File: src/rtl/pm_capture_ctrl_if.sv
// Output stream between the post-mortem capture controller and the NPI write
// master. One word moves on every cycle where m_valid and m_ready are both 1.
//   m_valid : word valid (master)
//   m_ready : write master accepts word (slave)
//   m_data  : sample word (master)
//   m_addr  : ring address of the word (master)
//   m_last  : final word of the current burst (master)
interface pm_capture_ctrl_if #(
  parameter int DATA_W = 32
);
  logic              m_valid;
  logic              m_ready;
  logic [DATA_W-1:0] m_data;
  logic [31:0]       m_addr;
  logic              m_last;

  modport master (output m_valid, m_data, m_addr, m_last, input m_ready);
  modport slave  (input m_valid, m_data, m_addr, m_last, output m_ready);
endinterface

File: src/rtl/pm_capture_ctrl.sv
// Post-mortem capture controller. Each trig seen while armed becomes an
// {ring_addr, sample_data} entry in an internal FIFO. The FIFO drains to the
// NPI write master as fixed-length bursts. A stop (rising npi_stop or falling
// npi_enable) flushes whatever is left as one shorter burst, latches the stop
// address and freezes until usr_rst.
//
// Ports:
//   clk, reset              : system clock, async active-low reset
//   trig, ring_addr,
//   sample_data             : sample strobe with its address and data word
//   npi_enable, npi_stop    : capture enable / stop from the timing generator
//   usr_rst                 : user re-arm / abort pulse
//   stream                  : valid/ready output words (master side)
//   pm_frozen, pm_stop_addr : freeze flag and ring address latched at stop
//   overflow, drop_cnt      : sticky drop flag, saturating drop counter
//   state_out               : current FSM state
//
// state  | meaning
// IDLE   | waiting for npi_enable
// ARMED  | capturing samples, emitting full bursts
// FLUSH  | capture stopped, draining remaining words
// FROZEN | buffer stable, waiting for usr_rst
module pm_capture_ctrl #(
  parameter int DATA_W     = 32,
  parameter int BURST_LEN  = 16,
  parameter int FIFO_DEPTH = 32
) (
  input  logic                clk,
  input  logic                reset,
  input  logic                trig,
  input  logic                npi_enable,
  input  logic                npi_stop,
  input  logic [31:0]         ring_addr,
  input  logic [DATA_W-1:0]   sample_data,
  input  logic                usr_rst,
  pm_capture_ctrl_if.master   stream,
  output logic                pm_frozen,
  output logic [31:0]         pm_stop_addr,
  output logic                overflow,
  output logic [15:0]         drop_cnt,
  output logic [1:0]          state_out
);

  localparam int AW = $clog2(FIFO_DEPTH);
  localparam int CW = AW + 1;
  localparam int RW = $clog2(BURST_LEN);
  localparam int EW = DATA_W + 32;

  typedef enum logic [1:0] {
    IDLE   = 2'd0,
    ARMED  = 2'd1,
    FLUSH  = 2'd2,
    FROZEN = 2'd3
  } state_t;

  state_t            state;
  logic              stop_q;
  logic              en_q;
  logic [EW-1:0]     mem [FIFO_DEPTH];
  logic [AW-1:0]     wr_ptr;
  logic [AW-1:0]     rd_ptr;
  logic [CW-1:0]     count;
  logic              valid_q;
  logic              last_q;
  logic [DATA_W-1:0] data_q;
  logic [31:0]       addr_q;
  logic [RW-1:0]     rem;

  logic          xfer;
  logic [CW-1:0] avail;
  logic          start_ok;
  logic          start;
  logic          advance;
  logic          load;
  logic          arm_trig;
  logic          full;
  logic          push;
  logic          drop;
  logic [CW-1:0] burst_len;
  logic [EW-1:0] head;
  logic          leave_armed;

  // The presented word stays counted in the FIFO until it is accepted, so
  // the output register never adds capacity beyond FIFO_DEPTH. The next word
  // is read one slot past rd_ptr when the current one is leaving this cycle.
  assign xfer        = valid_q & stream.m_ready;
  assign avail       = count - CW'(xfer);
  assign start_ok    = ((state == ARMED) && (avail >= CW'(BURST_LEN))) ||
                       ((state == FLUSH) && (avail != '0));
  assign start       = !usr_rst && (!valid_q || (xfer && last_q)) && start_ok;
  assign advance     = !usr_rst && xfer && !last_q;
  assign load        = start || advance;
  assign arm_trig    = (state == ARMED) && trig && !usr_rst;
  assign full        = (count == CW'(FIFO_DEPTH));
  assign push        = arm_trig && (!full || xfer);
  assign drop        = arm_trig && full && !xfer;
  assign burst_len   = (avail >= CW'(BURST_LEN)) ? CW'(BURST_LEN) : avail;
  assign head        = mem[rd_ptr + AW'(xfer)];
  assign leave_armed = (state == ARMED) &&
                       ((npi_stop && !stop_q) || (en_q && !npi_enable));

  always_ff @(posedge clk) begin
    if (push) mem[wr_ptr] <= {ring_addr, sample_data};
  end

  always_ff @(posedge clk or negedge reset) begin
    if (!reset) begin
      wr_ptr   <= '0;
      rd_ptr   <= '0;
      count    <= '0;
      valid_q  <= 1'b0;
      last_q   <= 1'b0;
      data_q   <= '0;
      addr_q   <= '0;
      rem      <= '0;
      overflow <= 1'b0;
      drop_cnt <= '0;
    end else if (usr_rst) begin
      wr_ptr   <= '0;
      rd_ptr   <= '0;
      count    <= '0;
      valid_q  <= 1'b0;
      last_q   <= 1'b0;
      rem      <= '0;
      overflow <= 1'b0;
      drop_cnt <= '0;
    end else begin
      if (push) wr_ptr <= wr_ptr + AW'(1);
      if (xfer) rd_ptr <= rd_ptr + AW'(1);
      count <= count + CW'(push) - CW'(xfer);
      if (load) begin
        valid_q <= 1'b1;
        data_q  <= head[DATA_W-1:0];
        addr_q  <= head[EW-1:DATA_W];
        // rem counts words of this burst still behind the presented one
        if (start) begin
          rem    <= RW'(burst_len - CW'(1));
          last_q <= (burst_len == CW'(1));
        end else begin
          rem    <= rem - RW'(1);
          last_q <= (rem == RW'(1));
        end
      end else if (xfer) begin
        valid_q <= 1'b0;
        last_q  <= 1'b0;
      end
      if (drop) begin
        overflow <= 1'b1;
        if (drop_cnt != 16'hFFFF) drop_cnt <= drop_cnt + 16'd1;
      end
    end
  end

  always_ff @(posedge clk or negedge reset) begin
    if (!reset) begin
      state        <= IDLE;
      stop_q       <= 1'b0;
      en_q         <= 1'b0;
      pm_stop_addr <= '0;
    end else begin
      stop_q <= npi_stop;
      en_q   <= npi_enable;
      if (usr_rst) begin
        state <= IDLE;
      end else begin
        case (state)
          IDLE:   if (npi_enable) state <= ARMED;
          ARMED:  if (leave_armed) begin
                    state        <= FLUSH;
                    pm_stop_addr <= ring_addr;
                  end
          FLUSH:  if ((count == '0) && !valid_q) state <= FROZEN;
          FROZEN: state <= FROZEN;
          default: state <= IDLE;
        endcase
      end
    end
  end

  assign stream.m_valid = valid_q;
  assign stream.m_data  = data_q;
  assign stream.m_addr  = addr_q;
  assign stream.m_last  = last_q;
  assign pm_frozen      = (state == FROZEN);
  assign state_out      = state;

endmodule

File: src/flat_wrapper.sv
// flat-port wrapper written by rule: the top's interface ports become plain ports
module pm_capture_ctrl_flat 
#(
  parameter int DATA_W     = 32,
  parameter int BURST_LEN  = 16,
  parameter int FIFO_DEPTH = 32
)
  (clk, reset, trig, npi_enable, npi_stop, ring_addr, sample_data, usr_rst, pm_frozen, pm_stop_addr, overflow, drop_cnt, state_out, stream_m_valid, stream_m_data, stream_m_addr, stream_m_last, stream_m_ready);
  pm_capture_ctrl_if #(.DATA_W(DATA_W)) stream_i ();
  input  logic clk;
  input  logic reset;
  input  logic trig;
  input  logic npi_enable;
  input  logic npi_stop;
  input  logic [31:0] ring_addr;
  input  logic [DATA_W-1:0] sample_data;
  input  logic usr_rst;
  output logic pm_frozen;
  output logic [31:0] pm_stop_addr;
  output logic overflow;
  output logic [15:0] drop_cnt;
  output logic [1:0] state_out;
  output wire logic [$bits(stream_i.m_valid)-1:0] stream_m_valid;
  output wire logic [$bits(stream_i.m_data)-1:0] stream_m_data;
  output wire logic [$bits(stream_i.m_addr)-1:0] stream_m_addr;
  output wire logic [$bits(stream_i.m_last)-1:0] stream_m_last;
  input wire logic [$bits(stream_i.m_ready)-1:0] stream_m_ready;
  assign stream_m_valid = stream_i.m_valid;
  assign stream_m_data = stream_i.m_data;
  assign stream_m_addr = stream_i.m_addr;
  assign stream_m_last = stream_i.m_last;
  assign stream_i.m_ready = stream_m_ready;
  pm_capture_ctrl #(.DATA_W(DATA_W), .BURST_LEN(BURST_LEN), .FIFO_DEPTH(FIFO_DEPTH)) u_core (.clk(clk), .reset(reset), .trig(trig), .npi_enable(npi_enable), .npi_stop(npi_stop), .ring_addr(ring_addr), .sample_data(sample_data), .usr_rst(usr_rst), .stream(stream_i), .pm_frozen(pm_frozen), .pm_stop_addr(pm_stop_addr), .overflow(overflow), .drop_cnt(drop_cnt), .state_out(state_out));
endmodule
File: config.mk
export PLATFORM = sky130hd
export DESIGN_NAME = pm_capture_ctrl_flat
export DESIGN_NICKNAME = d
export VERILOG_FILES = /design/src/rtl/pm_capture_ctrl_if.sv /design/src/rtl/pm_capture_ctrl.sv /design/src/flat_wrapper.sv
export SDC_FILE = /design/constraint.sdc
export NUM_CORES = 2
export LEC_CHECK = 0
export ABC_AREA = 0
export ABC_CLOCK_PERIOD_IN_PS = 19700
export CAP_MARGIN = 20
export CORE_MARGIN = 2
export CORE_UTILIZATION = 30
export CTS_CLUSTER_SIZE = 25
export DETAILED_ROUTE_END_ITERATION = 12
export SLEW_MARGIN = 10
export SYNTH_ARGS = -nofsm -noshare
export SYNTH_HDL_FRONTEND = slang
export SYNTH_SLANG_ARGS = --single-unit
File: constraint.sdc
create_clock -name clk -period 19.7 [get_ports clk]
set_clock_uncertainty 0.1 [all_clocks]
set_input_delay 2.955 -clock clk [delete_from_list [all_inputs] [get_ports clk]]
set_output_delay 2.955 -clock clk [all_outputs]
set_load 0.01 [all_outputs]
==> metrics.cfg <==
[outcome]
outcome=finished clean

[cts]
clock_path_buffers=4
h-tree-depth=4
clock_sinks=2187
ctsHoldBuffers=0
cts_setup_buffers=0
clk_pin_slew_ns=0.06
cts-root-buf=clkbuf_16
cts_tree=built
cts_resized=0
numCtsBuffers=224
clk_latency_ns=0.90

[power]
p_int_uw=8760
combPwrFrac=0.177
swShare=0.243
p_clk_frac=0.365
powerDensity_nw_per_um2=117
ir_drop_mv=0.107
p_seq_frac=0.457
power.switching_uw=2820
p_leak_uw=0.0298

[drt]
drcViolationCount=0
post_drt_via_cell_ratio=5.05
drt_iter0_drc=4272
wl_per_cell_um=27.1
dr.pass1.iters=5
ant_nets=0
wl_mm=216
vias=40317

[global_routing]
grt_pass1_wl_mm=308
grt_usage=0.149
grt_pass1_vias=41378
grt_max_degree=145
antenna_found_initial=17
grt-ovfl-total=0

[timing]
timing.final.hold_violations=0
final_max_slew_viol_count=0
rsz0062_at_grt=no
holdWs_ns=0.386
tns_ns=0
max_freq_mhz=130
period_share=0.389
finalSetupViolations=0
finalWorstSetupSlack_ns=12.03
tightest_slew_ns=1.15
relSlewSlack=0.235
min_period_ns=7.67

[worst_hold_path]
worstHoldStart=u_core.stream.m_data[10]
worstHoldPathType=flop to flop

[place]
dp_hpwl_mm=110
pre_cts_ws_ns=11.02
dp.cells=7555
gp_congestion=0.714
port-buffer-count=188

[synthesis]
synthCells=3736
ys_seq_area_frac=0.773
synth_nets=3834
synth-edff-count=2048
yosysWarnings=0
syn-cell-area_um2=84000
synth_ff_type=edfxtp_1
synth-seq-cells=2187
ys_types=60
async_flop_share=0.0636
syn_area_per_cell_um2=22.5

[critical_path]
critPathArrivalTime_ns=8.32
r2r-start=u_core.stream.m_valid
critPathCaptureType=flop
cp_max_fo=49
critical_path_required_ns=20.35
crit_type=input pin to flop
cpMostUsedCell=buf_4
critPathMaxStageDelay_ns=0.89
crit_chain=clkdlybuf4s50_1 > nand2_1 > inv_1 > ha_4 > buf_4 > buf_4 > buf_4 > mux4_2 > mux2i_1 > a32o_1 > a221oi_1 > mux2_2
r2r_slack_ns=14.18
crit_path_start_kind=input pin
startpoint=stream_m_ready
cp_slowest_cell=buf_4

[floorplan]
fp-row-count=194
dieArea_um2=284000
die_x_um=533
io_pins=189
dieHeight_um=533
fp.coreArea_um2=279000
initial_utilization=0.301

[final_layout]
area_growth_pct=17.3
fin_util=0.353
drive_above_1_share=0.250
nNetsFinal=4176
instances_no_fill=7983

[run]
cap_violations=0

==> power groups by stage <==
stage                     Sequential [uW]  Combinational [uW]  Clock (uW)
final                                5290                2050        4230
after global routing                 5310                2240        4480
after CTS                            5300                2110        4310
after detailed placement             5400                2100           0
after global placement               5400                2080           0
after floorplan                      5390                1430           0
==> logic make-up after synthesis <==
family                   share of synthesized area
flip-flops                                   0.773
AO/OA/AOI/OAI                               0.0179
XOR/XNOR                                   0.00322
adder cells (fa/ha/maj)                    0.00411
buffers and inverters                       0.0123
AND/OR/NAND/NOR                             0.0150
multiplexers                                 0.174
==> critical path, delay by kind of cell <==
family / cells / cell delay, ns
buffers and inverters: 5 / 2.94
muxes: 3 / 1.09
adders and majority gates: 1 / 0.64
and+or+nand+nor: 1 / 0.31
AOI/OAI and AO/OA: 2 / 0.24
==> synth_stat cells (8+ instances only) <==
master	count	area, um^2
dfrtp_1	139	3480
edfxtp_1	2048	61500
xnor2_1	14	123
o21ai_0	9	45.0
buf_4	10	75.1
inv_1	25	93.8
a32o_1	64	641
ha_1	26	325
a221oi_1	64	561
mux2i_1	199	1990
a21oi_1	16	80.1
clkbuf_1	69	259
or3_1	11	68.8
nor2_1	67	251
mux2_2	54	608
nand4_1	8	50.1
buf_1	14	52.6
mux4_2	512	11500
mux2_1	44	495
nand3_1	9	45.0
nand2_1	155	582
xor2_1	15	131
buf_2	97	485
==> registers in the layout (all words and copies together), names as in the netlist <==
signal,count
u_core.en_q,1
u_core.drop_cnt,16
u_core.pm_stop_addr,32
u_core.stream.m_addr,32
u_core.count,6
u_core.stream.m_valid,1
u_core.stop_q,1
u_core.stream.m_last,1
u_core.wr_ptr,5
u_core.rem,4
u_core.overflow,1
u_core.stream.m_data,32
u_core.rd_ptr,5
u_core.state_out,2
u_core.mem,2048
==> through the flow <==
step,total power (uW),instance area (um^2)
final,11600,98600
after global routing,12000,98500
after CTS,11700,98200
after detailed placement,7500,90900
after global placement,7480,90800
after floorplan,6820,84000
==> layer usage <==
metal,up-vias,share of wire,wire length [um],track usage
met5,-,0.00060,129,0
met4,20,0.019,4160,0.0336
met3,266,0.080,17200,0.0319
met2,1598,0.47,102000,0.237
met1,22015,0.43,92900,0.210
li1,16418,-,-,-
==> final cells by class <==
cell class / count / area [um^2]
diodes: 1 / 2.50
clock buffers: 281 / 5990
clock inverters: 125 / 1310
fillers: 25456 / 180000
inverters: 27 / 101
multi-input cells: 1326 / 18400
flip-flops and latches: 2187 / 65000
well taps: 3724 / 4660
repair buffers: 312 / 3140
==> worst paths after layout <==
check,endpoint,cells after the start
setup / recovery,u_core.stream.m_addr[19],12
setup reg to reg,u_core.stream.m_addr[19],11
hold / removal,u_core.stream.m_data[10],1
hold reg to reg,u_core.stream.m_data[10],1
min in group asynchronous,u_core.stream.m_data[18],1
max in group asynchronous,u_core.stream.m_addr[13],2
==> placed cells by master, fill, tap and decap left out, types with 25 or more instances in the layout <==
cell type and count:
mux2_1 44, clkbuf_1 42, mux2_2 54, a221oi_1 64, a32o_1 64, nand2_1 155, clkbuf_16 227, dfrtp_1 139
inv_1 25, clkinv_2 37, mux2i_1 198, nor2_1 37, clkinv_1 42, mux4_2 512, edfxtp_1 2048, nor2_4 30
buf_4 93, clkdlybuf4s50_1 185
Note: power is estimated with default switching activity, not from simulation.
==> RTL change, RTL diff (config.mk and constraints unchanged) <==
`BURST_LEN` is set to 16 in 2 places; all go to 8.
--- a/src/rtl/pm_capture_ctrl.sv
+++ b/src/rtl/pm_capture_ctrl.sv
@@ -24,3 +24,3 @@
   parameter int DATA_W     = 32,
-  parameter int BURST_LEN  = 16,
+  parameter int BURST_LEN  = 8,
   parameter int FIFO_DEPTH = 32
--- a/src/flat_wrapper.sv
+++ b/src/flat_wrapper.sv
@@ -4,3 +4,3 @@
   parameter int DATA_W     = 32,
-  parameter int BURST_LEN  = 16,
+  parameter int BURST_LEN  = 8,
   parameter int FIFO_DEPTH = 32
Check against the original RTL: not settled (the Yosys comparison gave no result); the edit may change what the design does.
==> RTL change against the original RTL <==
Area after synthesis is 1.2% higher. Total power shrank 6.0%. Sequential cell count decreased by 1. Sequential share of layout area fell by 0.59 points. Non-clock buffer count up 32. Design area up 0.86%. Setup slack worse by 0.98 ns. Routed wire length increased by 8.3%. Critical path type unchanged. Combinational power is 31% lower. Highest routed layer unchanged. Largest power group unchanged.
==> RTL change: results (changes against the original RTL) <==
pre-CTS setup slack=10.15 ns (-0.877 ns); Non-Filler Instances=8,933 (+12%); Synth Area in Compound Gates=6.69% (+4.9 points); first drt pass iteration count=6 (+1); M2 GR Usage=25.8% (+2.1 points); initial antenna violation count=23 (+6); nets=5,086 (+22%); mux cell area share after synthesis=13.4% (-4.0 points); comb pwr=1.42 mW (-31%); met3 WL=16,700 um (-3.3%); Max transition margin=19.6% (-3.9 points); drt initial violations=4,905 (+15%); crit-path max FO=142 (+190%); Detailed Place HPWL=118,000 um (+7.3%); status=complete, no violations; DR WL/cell=26.2 um (-3.2%); routability congestion estimate=0.729 (+2.1%); fillers=26,200 (+2.9%); register area share after synthesis=76.3% (-0.98 points); post-synth cell types=56 (-6.7%); Pwr per Cell Area=109 mW/mm^2 (-6.8%); XOR/XNOR Fraction of Synth Area=0.340% (+0.018 points); global-route wire length before repair=330,000 um (+7.1%); Mapped Avg Cell Area=18.1 sq um (-19%); via total after detailed routing=45,200 (+12%); Post-Synth Adder-Cell Area=0.421% (+0.0096 points)
-- RTL change: cell types whose count changed in the layout (fill, tap and decap cells not counted), moves of 64 or more --
cell	change
mux2i_1	+829
a22oi_1	+512
mux4_2	-512
a21oi_1	+185
nand2_1	-66
a32o_1	-64
-- RTL change: critical path, cell delays in order --
cell and delay [ns]:
clkdlybuf4s50_1 0.43, nand2_1 0.25, inv_1 0.22, ha_1 0.30, ha_4 0.89, buf_4 0.80
buf_4 0.94, buf_12 0.65, mux2i_1 0.18, a22oi_1 0.23, nand2_1 0.10, a2111oi_0 0.66
buf_4 0.24, mux2_1 0.12
-- RTL change: cell type report --
class / count / area, sq um / area share, %
multi-input combinational: 2210 / 19000 / 19.1
tap: 3743 / 4680 / 4.71
timing repair buffer: 344 / 3350 / 3.37
sequential: 2186 / 65000 / 65.3
clock buffer: 307 / 6020 / 6.05
clock inverter: 110 / 1280 / 1.29
antenna: 10 / 25.0 / 0.0252
inverter: 23 / 86.3 / 0.0869
-- RTL change: path summary, 6_finish.rpt --
kind                                                     start                                  end  slack (ns)  depth (start not counted)
setup reg to reg             u_core.stream.m_valid$_DFFE_PN0P_  u_core.stream.m_data[8]$_DFFE_PN0P_       13.18                         13
hold reg to reg            u_core.stream.m_data[9]$_DFFE_PN0P_  u_core.stream.m_data[9]$_DFFE_PN0P_        0.38                          1
hold / removal             u_core.stream.m_data[9]$_DFFE_PN0P_  u_core.stream.m_data[9]$_DFFE_PN0P_        0.38                          1
min in group asynchronous                                reset   u_core.pm_stop_addr[3]$_DFFE_PN0P_        1.91                          1
setup / recovery                                stream_m_ready  u_core.stream.m_data[8]$_DFFE_PN0P_       11.05                         14
max in group asynchronous                                reset  u_core.pm_stop_addr[26]$_DFFE_PN0P_       15.73                          3
